===== src/rtl/debounce_scheduler.sv =====
// Shared-timer debounce scheduler: synchronizes raw buttons, queues rising edges and grants them round-robin.
// Optional macro DEBOUNCE_SCHEDULER_RELEASE_WAIT_EN holds the blanking state until the granted button is released.
module debounce_scheduler #(
    parameter int unsigned        NUM_BUTTONS     = 4,
    parameter int unsigned        CNT_W           = 22,
    parameter logic [CNT_W-1:0]   DEBOUNCE_LENGTH = 22'd2500000
) (
    input  logic                           CLK,
    input  logic                           Reset,
    input  logic [NUM_BUTTONS-1:0]         Button_In,
    output logic [NUM_BUTTONS-1:0]         Button_Pulse,
    output logic [$clog2(NUM_BUTTONS)-1:0] Grant_Index,
    output logic                           Busy,
    output logic [NUM_BUTTONS-1:0]         Pending
);

    localparam int unsigned            IDX_W    = $clog2(NUM_BUTTONS);
    localparam logic [IDX_W-1:0]       LAST_IDX = IDX_W'(NUM_BUTTONS - 1);
    localparam logic [NUM_BUTTONS-1:0] ONE_HOT0 = {{(NUM_BUTTONS-1){1'b0}}, 1'b1};
    localparam logic [NUM_BUTTONS-1:0] ZERO_VEC = {NUM_BUTTONS{1'b0}};

    typedef enum logic [1:0] {
        ST_IDLE  = 2'd0,
        ST_GRANT = 2'd1,
        ST_BLANK = 2'd2
    } state_t;

    state_t                   r_state;
    logic [NUM_BUTTONS-1:0]   r_s1;
    logic [NUM_BUTTONS-1:0]   r_s2;
    logic [NUM_BUTTONS-1:0]   r_s3;
    logic [NUM_BUTTONS-1:0]   r_pending;
    logic [NUM_BUTTONS-1:0]   r_pulse;
    logic [IDX_W-1:0]         r_grant_idx;
    logic [IDX_W-1:0]         r_last_grant;
    logic                     r_busy;
    logic [CNT_W-1:0]         r_cnt;

    logic [NUM_BUTTONS-1:0]   w_edge;
    logic [NUM_BUTTONS-1:0]   w_lock;
    logic [NUM_BUTTONS-1:0]   w_grant_mask;
    logic [IDX_W-1:0]         w_sel_idx;
    logic [IDX_W-1:0]         w_cand;
    logic                     w_sel_found;
    logic                     w_hit;
    logic                     w_release_ok;

    // Two-flop synchronizer plus one history flop for rising-edge detection.
    always_ff @(posedge CLK) begin
        if (Reset) begin
            r_s1 <= ZERO_VEC;
            r_s2 <= ZERO_VEC;
            r_s3 <= ZERO_VEC;
        end else begin
            r_s1 <= Button_In;
            r_s2 <= r_s1;
            r_s3 <= r_s2;
        end
    end

    assign w_edge = r_s2 & ~r_s3;

`ifdef DEBOUNCE_SCHEDULER_RELEASE_WAIT_EN
    assign w_release_ok = ~r_s2[r_grant_idx];
`else
    assign w_release_ok = 1'b1;
`endif

    // The channel being serviced ignores its own edges as bounce.
    always_comb begin
        w_lock = ZERO_VEC;
        if (r_state != ST_IDLE) begin
            w_lock = ONE_HOT0 << r_grant_idx;
        end else begin
            w_lock = ZERO_VEC;
        end
    end

    // Round-robin pick: first pending bit at or after Last_Grant+1, wrapping.
    always_comb begin
        w_sel_found = 1'b0;
        w_sel_idx   = {IDX_W{1'b0}};
        w_cand      = {IDX_W{1'b0}};
        w_hit       = 1'b0;
        for (int off = 1; off <= int'(NUM_BUTTONS); off++) begin
            w_cand      = IDX_W'((int'(r_last_grant) + off) % int'(NUM_BUTTONS));
            w_hit       = ~w_sel_found & r_pending[w_cand];
            w_sel_idx   = w_hit ? w_cand : w_sel_idx;
            w_sel_found = w_sel_found | w_hit;
        end
    end

    // Clear mask for the channel granted this cycle; it overrides a same-cycle set.
    always_comb begin
        w_grant_mask = ZERO_VEC;
        if ((r_state == ST_IDLE) && w_sel_found) begin
            w_grant_mask = ONE_HOT0 << w_sel_idx;
        end else begin
            w_grant_mask = ZERO_VEC;
        end
    end

    // Pending request queue.
    always_ff @(posedge CLK) begin
        if (Reset) begin
            r_pending <= ZERO_VEC;
        end else begin
            r_pending <= (r_pending | (w_edge & ~w_lock)) & ~w_grant_mask;
        end
    end

    // Scheduler FSM: arbitrate, emit one pulse, then blank on the shared counter.
    always_ff @(posedge CLK) begin
        if (Reset) begin
            r_state      <= ST_IDLE;
            r_pulse      <= ZERO_VEC;
            r_grant_idx  <= {IDX_W{1'b0}};
            r_last_grant <= LAST_IDX;
            r_busy       <= 1'b0;
            r_cnt        <= {CNT_W{1'b0}};
        end else begin
            case (r_state)
                ST_IDLE: begin
                    if (w_sel_found) begin
                        r_grant_idx  <= w_sel_idx;
                        r_last_grant <= w_sel_idx;
                        r_cnt        <= DEBOUNCE_LENGTH;
                        r_pulse      <= ONE_HOT0 << w_sel_idx;
                        r_busy       <= 1'b1;
                        r_state      <= ST_GRANT;
                    end else begin
                        r_pulse      <= ZERO_VEC;
                        r_busy       <= 1'b0;
                        r_state      <= ST_IDLE;
                    end
                end
                ST_GRANT: begin
                    r_pulse <= ZERO_VEC;
                    r_busy  <= 1'b1;
                    r_state <= ST_BLANK;
                end
                ST_BLANK: begin
                    r_pulse <= ZERO_VEC;
                    if (r_cnt == {CNT_W{1'b0}}) begin
                        if (w_release_ok) begin
                            r_busy  <= 1'b0;
                            r_state <= ST_IDLE;
                        end else begin
                            r_busy  <= 1'b1;
                            r_state <= ST_BLANK;
                        end
                    end else begin
                        r_cnt   <= r_cnt - CNT_W'(1);
                        r_busy  <= 1'b1;
                        r_state <= ST_BLANK;
                    end
                end
                default: begin
                    r_pulse <= ZERO_VEC;
                    r_busy  <= 1'b0;
                    r_state <= ST_IDLE;
                end
            endcase
        end
    end

    assign Button_Pulse = r_pulse;
    assign Grant_Index  = r_grant_idx;
    assign Busy         = r_busy;
    assign Pending      = r_pending;

endmodule


===== config.mk =====
export PLATFORM = sky130hd
export DESIGN_NAME = debounce_scheduler
export DESIGN_NICKNAME = d
export VERILOG_FILES = /design/src/rtl/debounce_scheduler.sv
export SDC_FILE = /design/constraint.sdc
export NUM_CORES = 1
export LEC_CHECK = 0
export CORE_MARGIN = 4
export CORE_UTILIZATION = 60
export DETAILED_ROUTE_END_ITERATION = 10
export GPL_ROUTABILITY_DRIVEN = 0
export GPL_TIMING_DRIVEN = 1
export PLACE_DENSITY_LB_ADDON = 0.1
export SKIP_LAST_GASP = 1
export SYNTH_ARGS = -nofsm -noshare
export SYNTH_HDL_FRONTEND = slang
export SYNTH_SLANG_ARGS = --single-unit

===== constraint.sdc =====
create_clock -name CLK -period 3 [get_ports CLK]
set_clock_uncertainty 0.15 [all_clocks]
set_input_delay 0.9 -clock CLK [delete_from_list [all_inputs] [get_ports CLK]]
set_output_delay 0.9 -clock CLK [all_outputs]
set_load 0.02 [all_outputs]

# Yosys cells after proc, flatten, opt, wreduce, memory -nomap -nowiden
# Index checks and enable logic that the tools add are counted.
[word_totals]
reg_bits = 49
latchBits = 0
mem_bits_rw = 0
romBits = 0
input_bits = 6
output_inout_bits = 11
elab_cells = 74
mem_count = 0
[op_classes]
n_addsub = 5
multipliers = 0
div = 0
n_lt_le_gt_ge = 4
eq_ne = 4
n_shift = 2
n_mux = 23
bitwise_logic = 18
reduce_logical = 8
[ops]
columns = ["cell", "n"]
rows = [
  ["$mux 22", 2],
  ["$pmux 22 s2", 1],
  ["$logic_not 22->1", 1],
  ["$sub 22x1->22 const B", 1],
  ["$and 4x4->4", 3],
  ["$lt 2x3->1 const B", 4],
  ["$not 4->4", 3],
  ["$mux 2", 5],
  ["$bmux 1 s2", 4],
  ["$mux 4", 2],
  ["$shl 1x2->4 const A", 2],
  ["$mux 1", 7],
  ["$pmux 2 s3", 1],
  ["$not 1->1", 5],
  ["$add 2x1->2 const B", 2],
  ["$add 2x2->2 const B", 2],
  ["$ne 2x2->1 const B", 2],
  ["$or 4x4->4", 1],
  ["$reduce_bool 2->1", 2],
  ["$and 1x1->1", 3],
  ["$or 1x1->1", 3],
  ["$pmux 1 s3", 1],
  ["$reduce_and 3->1", 1],
  ["$reduce_or 3->1", 1],
  ["other kinds (5)", 5],
]

# Depth between registers and ports, before layout
# Gate-level depths: netlist (run 1).
[depth]
ltp_word = 16
ltp_mapped = 8

# Worst setup path before layout (run 1)
# No wires, ideal clock.
[synth_path]
path_type = "register -> register"
startpoint = "register r_cnt[0]"
endpoint = "register r_cnt[14]"
setup_ps = 71
t_arrival_ps = 1837
slack_ps = 942
stages_incl_launch_ff = 9
period_less_slack_ps = 2058
cell_sequence = "dfxtp_1 -> inv_1 -> ha_1 -> nor3b_1 -> nand4_1 -> clkbuf_1 -> o211ai_2 -> or4_1 -> a21oi_1"
[synth_via]
elab_chain_len = 3
word_cells_on_any_way = 6
[synth_lines]
columns = ["item", "line", "text"]
rows = [
  ["start, declared", "37", "logic [CNT_W-1:0] r_cnt;"],
  ["start signal, assigned", "120", "r_cnt <= {CNT_W{1'b0}};"],
  ["start signal, assigned", "153", "r_cnt <= r_cnt - CNT_W'(1);"],
  ["$sub 22x1->22 / $logic_not 22->1 (equally long branches)", "153, 144", ""],
  ["$mux 22 / $ne 2x2->1 (equally long branches)", "-", ""],
  ["$pmux 22 s2 / $reduce_and 3->1 (equally long branches)", "-", ""],
]
# Several ways; a longest one is shown, not always the timed one. The select of a mux whose other input is x is not followed.
# A chain may end at the register's enable or synchronous reset.

# Worst setup path after layout (run 1)
[layout_path]
startpoint = "register r_pending[3] (netlist: Pending[3])"
endpoint = "output Pending[3]"
[layout_rtl]
columns = ["item", "line", "text"]
rows = [
  ["start, declared", "32", "logic [NUM_BUTTONS-1:0] r_pending;"],
  ["start signal, assigned", "108", "r_pending <= (r_pending | (w_edge & ~w_lock)) & ~w_grant_mask;"],
  ["end, declared", "14", "output logic [NUM_BUTTONS-1:0] Pending"],
]
# No word-level cell between the ends.

==> results of run 1 <==
power by group:
part           internal, W  switching, W
sequential        0.000734     0.0000927
combinational     0.000260      0.000373
clock             0.000177      0.000212
path summary, 6_finish.rpt:
path | end | slack [ns]
worst min-delay path | r_s2[1] | 0.30
worst max-delay path | Pending[3] | 0.44
worst min register to register | r_s2[1] | 0.30
worst max register to register | r_cnt[11] | 0.56
registers in the layout, summed over array words and instances, names as in the netlist, 4 cells and up:
name,cells
r_cnt,22
Button_Pulse,4
Pending,4
r_s2,4
r_s1,4
r_s3,4
metal layers:
metal  global-route usage  vias up  part of all wire
li1                     -      905                 -
met2               0.3362       39              0.46
met5                    0        -                 0
met1               0.2742      823              0.48
met3              0.06489        5             0.044
met4              0.06835        0            0.0099
synth_stat cells, drive strengths merged (4+ instances only):
cell type and number:
dfxtp 49, nor2 25, a21oi 19, nor2b 15, nand2 14, o21ai 14, or3 10, xor2 10
nor3 9, nor4 9, inv 8, o211ai 8, clkbuf 6, or4 5, a31oi 4, nand2b 4
final cells by class:
type                       count  area, sq um  share of cell area
inverter                       8        30.03             0.01245
clock inverter                 3        46.29             0.01919
sequential                    49        980.9              0.4066
multi-input combinational    175         1077              0.4466
clock buffer                   5        37.54             0.01556
tap                           46        57.56             0.02386
timing repair buffer          19        182.7             0.07573
logic make-up after synthesis:
logic type,after synthesis,synth area share
flip-flops,49,0.4647
AND/OR/NAND/NOR,105,0.2816
buffers and inverters,14,0.02490
adder cells (fa/ha/maj),1,0.005927
XOR/XNOR,10,0.04149
multiplexers,1,0.004742
AO/OA/AOI/OAI,58,0.1766
stage by stage:
stage          cell area [sq um]  std cells
5_1_grt                     2412        305
2_1_floorplan               2111        238
6_report                    2412        305
3_3_place_gp                2328        297
3_5_place_dp                2328        297
4_1_cts                     2412        305
==> results.md, run 1 <==
- Ratio of cells with drive above 1 in the final layout: 0.09653
- Worst-case hold slack: 0.3043 ns
- Number of routed nets with antenna violations: 0
- Number of flops mapped to enable cells by yosys: 0
- Buffers added on ports: 16
- Share of the yosys chip area belonging to registers: 0.4647
- Rows: 21
- Share of synthesized registers carrying an async set or reset: 0
- Post-synthesis register bit count: 49
- FMAX: just under 400 MHz
- Setup repair after global routing missed its margin: no
- Final Max Slew Viols: 0
- Final HPWL from detailed placement: 2.984 mm
- Final worst slack: ~0.44 ns
- Die width: 67.31 microns
- Via count of the first global-routing pass: around 1600
- Routed len/inst: 13.85 microns
- Critical path start-end classification: flip-flop to output port
- # Max-Cap Violations: 0
- Setup TNS: 0 ns
- Net count reported at finish: 265
- Initial Util: 0.6276
- Final clock period utilization by the worst path: 0.8542
- Critical Path RT: approximately 2 ns
- Clk Tree Root Cell: sky130_fd_sc_hd__clkbuf_4
- Cell with the largest stage delay on the worst path: sky130_fd_sc_hd__clkdlybuf4s50_1
- Synth warnings: 0
- Min-delay src: r_s1[1]
- Syn Nets: 245
- Initial antenna violation count: 0
- Antenna diodes: 0
- Residual DRC: 0
- Worst Tran Pin Value: 0.7614 ns
- Syn Std Cell Area: ~2100 sq um
- PwrDens: 766.4 nW/um^2
- 1st-iter DRT viols: 123
- Worst ir drop on vdd: between 0.0004 and 0.0005 V
- Biggest area consumer among synthesized cells: sky130_fd_sc_hd__dfxtp_1
- Depth of the worst register-to-register path: 5
- Total Power Consumption: 0.001849 W
- Depth of the worst hold-timing path: 1
- Top-area cell type share of the netlist area: 0.4647
- Detailed-route wire length: 4.225 mm
- Top Family by Delay on Critical Path: buffers and inverters
- Most frequent cells in the layout: 49 x sky130_fd_sc_hd__dfxtp_1, 25 x sky130_fd_sc_hd__nor2_1, 19 x sky130_fd_sc_hd__a21oi_1
- Critical path launch point: Pending[3]
- Global route overflow: 0
- Clk buf depth: 2
- Number of buffers created by CTS: 5
- Worst slew slack as a fraction of its limit: 0.4871
- Clock network latency to the later pin of the worst-skew pair: 0.37 ns
- Placeable core area: roughly 3400 sq um
- Cells along the critical path: clkdlybuf4s50_1
- Hold WC Path Type: flip-flop to flip-flop
- Total clock sinks: a little under 50
- Leak Pwr: 0.8716 nW
- Wire length of the first global-routing pass: 7.293 mm
- Instance count of the mapped netlist: 238
- Detailed-route vias per instance: 5.810
- Nature of the critical path endpoint: output port
- Highest net fanout along the worst path: 7
- Most common cell after layout, fill and taps aside: sky130_fd_sc_hd__dfxtp_1
- Largest net degree at the start of global routing: 33
- CTS Hold Bufs: 0
- CTS-repair resized insts: 0
- Die Y-Extent: just under 70 microns
- Post-CTS Repair Setup Buffers: 0
- Top_reg_cell synth: sky130_fd_sc_hd__dfxtp_1
- TritonCTS clock tree: built
- Per-instance average area after synthesis: 8.869 sq um
- Clock-pin transition on the worst setup and hold timing paths: approximately 0.14 ns
- Number of H-tree branching levels: 2
- Crit path time final: 2.563 ns
- Worst path arrival time: roughly 1.5 ns
- Number of fill cells: 266
- Full die area: 4531 sq um
- Total vias in the final route: between 1500 and 2000
- Kind of start point of the critical path: flip-flop
- Setup WS pre-CTS: 0.5177 ns
- Outcome: finished clean
- Total routing usage reported by global routing: 0.2116
- Dominant cells by area after synthesis: sky130_fd_sc_hd__dfxtp_1 46%, sky130_fd_sc_hd__a21oi_1 4.5%, sky130_fd_sc_hd__nor2_1 4.4%, sky130_fd_sc_hd__nor2b_1 4.4%, sky130_fd_sc_hd__xor2_1 4.1%
- Ports: 17
- First drt pass iteration count: 4
- Crit. path cell count: 1
- Core occupancy in the finished layout: 0.7173
- Post-synth cell types: 40
- Growth of design area from synthesis to finish: 14.29%
- Final hold viol count: 0
- Startpoint of the lowest-slack register-to-register path: r_cnt[12]
- Crit path buffers/inverters: 1
- Worst stage delay on the critical path: 0.66 ns
- Number of failing setup endpoints in the final timing report: 0
(Power assumes the default switching activity.)
==> inputs of run 2 (changes only) <==
--- a/config.mk
+++ b/config.mk
@@ -5,13 +5,13 @@
 export SDC_FILE = /design/constraint.sdc
 export NUM_CORES = 1
 export LEC_CHECK = 0
-export CORE_MARGIN = 4
 export CORE_UTILIZATION = 60
 export DETAILED_ROUTE_END_ITERATION = 10
 export GPL_ROUTABILITY_DRIVEN = 0
 export GPL_TIMING_DRIVEN = 1
 export PLACE_DENSITY_LB_ADDON = 0.1
 export SKIP_LAST_GASP = 1
+export SLEW_MARGIN = 20
 export SYNTH_ARGS = -nofsm -noshare
 export SYNTH_HDL_FRONTEND = slang
 export SYNTH_SLANG_ARGS = --single-unit
==> run 2 against run 1 <==
Maximum frequency is 0.41% higher. Register-to-register slack hardly changed. Hold slack better by 0.0020 ns. Clock-buffer cell count unchanged. Critical endpoint unchanged.
==> results.md, run 2 (synthesis results as in run 1) <==
- Outcome: finished clean
- CTS-repair resized insts: 0
- PwrDens: 769.2 nW/um^2
- Growth of design area from synthesis to finish: 14.29%
- Critical Path RT: 1.95 ns
- Leak Pwr: 0.8716 nW
- Final HPWL from detailed placement: 2.952 mm
- Buffers added on ports: 16
- Total clock sinks: 49
- Max reg flops: 22
- Largest register by flop count: r_cnt
- Most common cell after layout, fill and taps aside: sky130_fd_sc_hd__dfxtp_1
- Crit. path cell count: 1
- Total Power Consumption: 0.001855 W
- Cell Int Power: 0.001170 W
- Cells along the critical path: clkdlybuf4s50_1
- Largest net degree at the start of global routing: 33
- Nature of the critical path endpoint: output port
- Timing endpoint of the critical path: Pending[3]
- Core occupancy in the finished layout: 0.7173
- Residual DRC: 0
- Via count of the first global-routing pass: ~1500
- Net switching share of the total power: 0.3692
- Detailed-route wire length: 4.157 mm
- Number of buffers created by CTS: 5
- Wire length of the first global-routing pass: roughly 7 mm
- Ratio of cells with drive above 1 in the final layout: 0.09653
- 1st-iter DRT viols: 125
- Setup repair after global routing missed its margin: no
- Kind of start point of the critical path: flip-flop
- Placed Instance Area: roughly 2300 sq um
- Rows: 21
- Number of routed nets with antenna violations: 0
- Capture point of the worst reg-to-reg path: r_cnt[11]
- Setup TNS: 0 ns
- Critical path launch point: Pending[3]
- Final clock period utilization by the worst path: 0.8507
- Net count reported at finish: about 270
- Total routing usage reported by global routing: 0.2509
- Clk buf depth: 2
- First drt pass iteration count: 5
- TritonCTS clock tree: built
- Highest net fanout along the worst path: 7
- Crit path buffers/inverters: 1
- Most frequent cells in the layout: 49 x sky130_fd_sc_hd__dfxtp_1, 25 x sky130_fd_sc_hd__nor2_1, 19 x sky130_fd_sc_hd__a21oi_1
- Hold WC Path Type: flip-flop to flip-flop
- Clk Tree Root Cell: sky130_fd_sc_hd__clkbuf_4
- Final standard cell area without fillers: 2412 sq um
- FMAX: 391.8 MHz
- Post-CTS Repair Setup Buffers: 0
- Clock share of power: 0.213
- # Max-Cap Violations: 0
- Global route overflow: 0
- Antenna diodes: 0
- Worst slew slack as a fraction of its limit: 0.5613
- Ports: 17
- Full die area: 3759 sq um
- Multi-input combinational cell area: approximately 1100 sq um
- Worst Tran Pin Value: approximately 0.65 ns
- Detailed-route vias per instance: between 5 and 6
- Critical path start-end classification: flip-flop to output port
- Part of the total power dissipated in sequential elements: 0.446
- Worst path arrival time: 1.50 ns
- Number of failing setup endpoints in the final timing report: 0
- Top Family by Delay on Critical Path: buffers and inverters
- CTS Hold Bufs: 0
- Part of the total power dissipated in combinational logic: 0.341
- Number of H-tree branching levels: 2
- Register Area: 980.9 sq um
- Startpoint of the lowest-slack register-to-register path: r_cnt[12]
- Clock network latency to the later pin of the worst-skew pair: 0.38 ns
- Worst-case hold slack: 0.3063 ns
- Total vias in the final route: 1766
- Placeable core area: 3363 sq um
- Psw: 0.0006850 W
- Number of fill cells: 281
- Reg2Reg Setup Slack: 0.57 ns
- Routed len/inst: 13.63 microns
- Worst stage delay on the critical path: 0.65 ns
- Clock-pin transition on the worst setup and hold timing paths: 0.14 ns
- Die width: 61.31 microns
- Die Y-Extent: 61.31 microns
- Final Max Slew Viols: 0
- Crit path time final: 2.552 ns
- Cell with the largest stage delay on the worst path: sky130_fd_sc_hd__clkdlybuf4s50_1
- Initial Util: 0.6276
- Depth of the worst register-to-register path: 5
- Final hold viol count: 0
- Worst ir drop on vdd: 0.0004322 V
- Initial antenna violation count: 0
## run 2: worst reg2reg max path, cell delays in order, from the launching register on
cell and delay, ns:
sky130_fd_sc_hd__dfxtp_1 0.40, sky130_fd_sc_hd__nor4_1 0.48, sky130_fd_sc_hd__nand4_1 0.48, sky130_fd_sc_hd__o21ai_2 0.51
sky130_fd_sc_hd__or4_1 0.19, sky130_fd_sc_hd__mux2i_1 0.17
## run 2: per-layer routing
| metal | global-route usage | share of wire | up-vias |
|---|---|---|---|
| met5 | 0 | 0 | - |
| met4 | 0.1104 | 0.012 | 0 |
| met3 | 0.05252 | 0.059 | 6 |
| met2 | 0.3680 | 0.45 | 52 |
| met1 | 0.3556 | 0.48 | 802 |
| li1 | - | - | 906 |
## run 2: worst min path at each step
stage,from,to,slack [ns],cells after the start
3_3_place_gp,r_s1[1],r_s2[1],0.27,1
3_5_place_dp,r_s1[0],r_s2[0],0.28,1
6_report,r_s1[2],r_s2[2],0.31,1
5_1_grt,r_s1[0],r_s2[0],0.32,1
2_1_floorplan,r_s1[0],r_s2[0],0.26,1
4_1_cts,r_s1[2],r_s2[2],0.31,1
## run 2: stage by stage
step / std cells / worst slack [ns]
CTS: 305 / 0.4499
global route: 305 / 0.3459
floorplan: 238 / 0.9423
detailed placement: 297 / 0.5241
finish: 305 / 0.4478
global placement: 297 / 0.5660
## run 2: final cells by class
| type | count | area share |
|---|---|---|
| Inverter | 8 | 0.01245 |
| Sequential cell | 49 | 0.4066 |
| Clock inverter | 3 | 0.01919 |
| Multi-Input combinational cell | 175 | 0.4466 |
| Clock buffer | 5 | 0.01556 |
| Tap cell | 46 | 0.02386 |
| Timing Repair Buffer | 19 | 0.07573 |
## run 2: power by group through the flow
stage	combinational, W	sequential, W	clock [W]
4_1_cts	0.000630	0.000826	0.000401
3_5_place_dp	0.000625	0.000840	0
6_report	0.000632	0.000828	0.000395
2_1_floorplan	0.000480	0.000831	0
5_1_grt	0.000703	0.000842	0.000427
3_3_place_gp	0.000617	0.000839	0
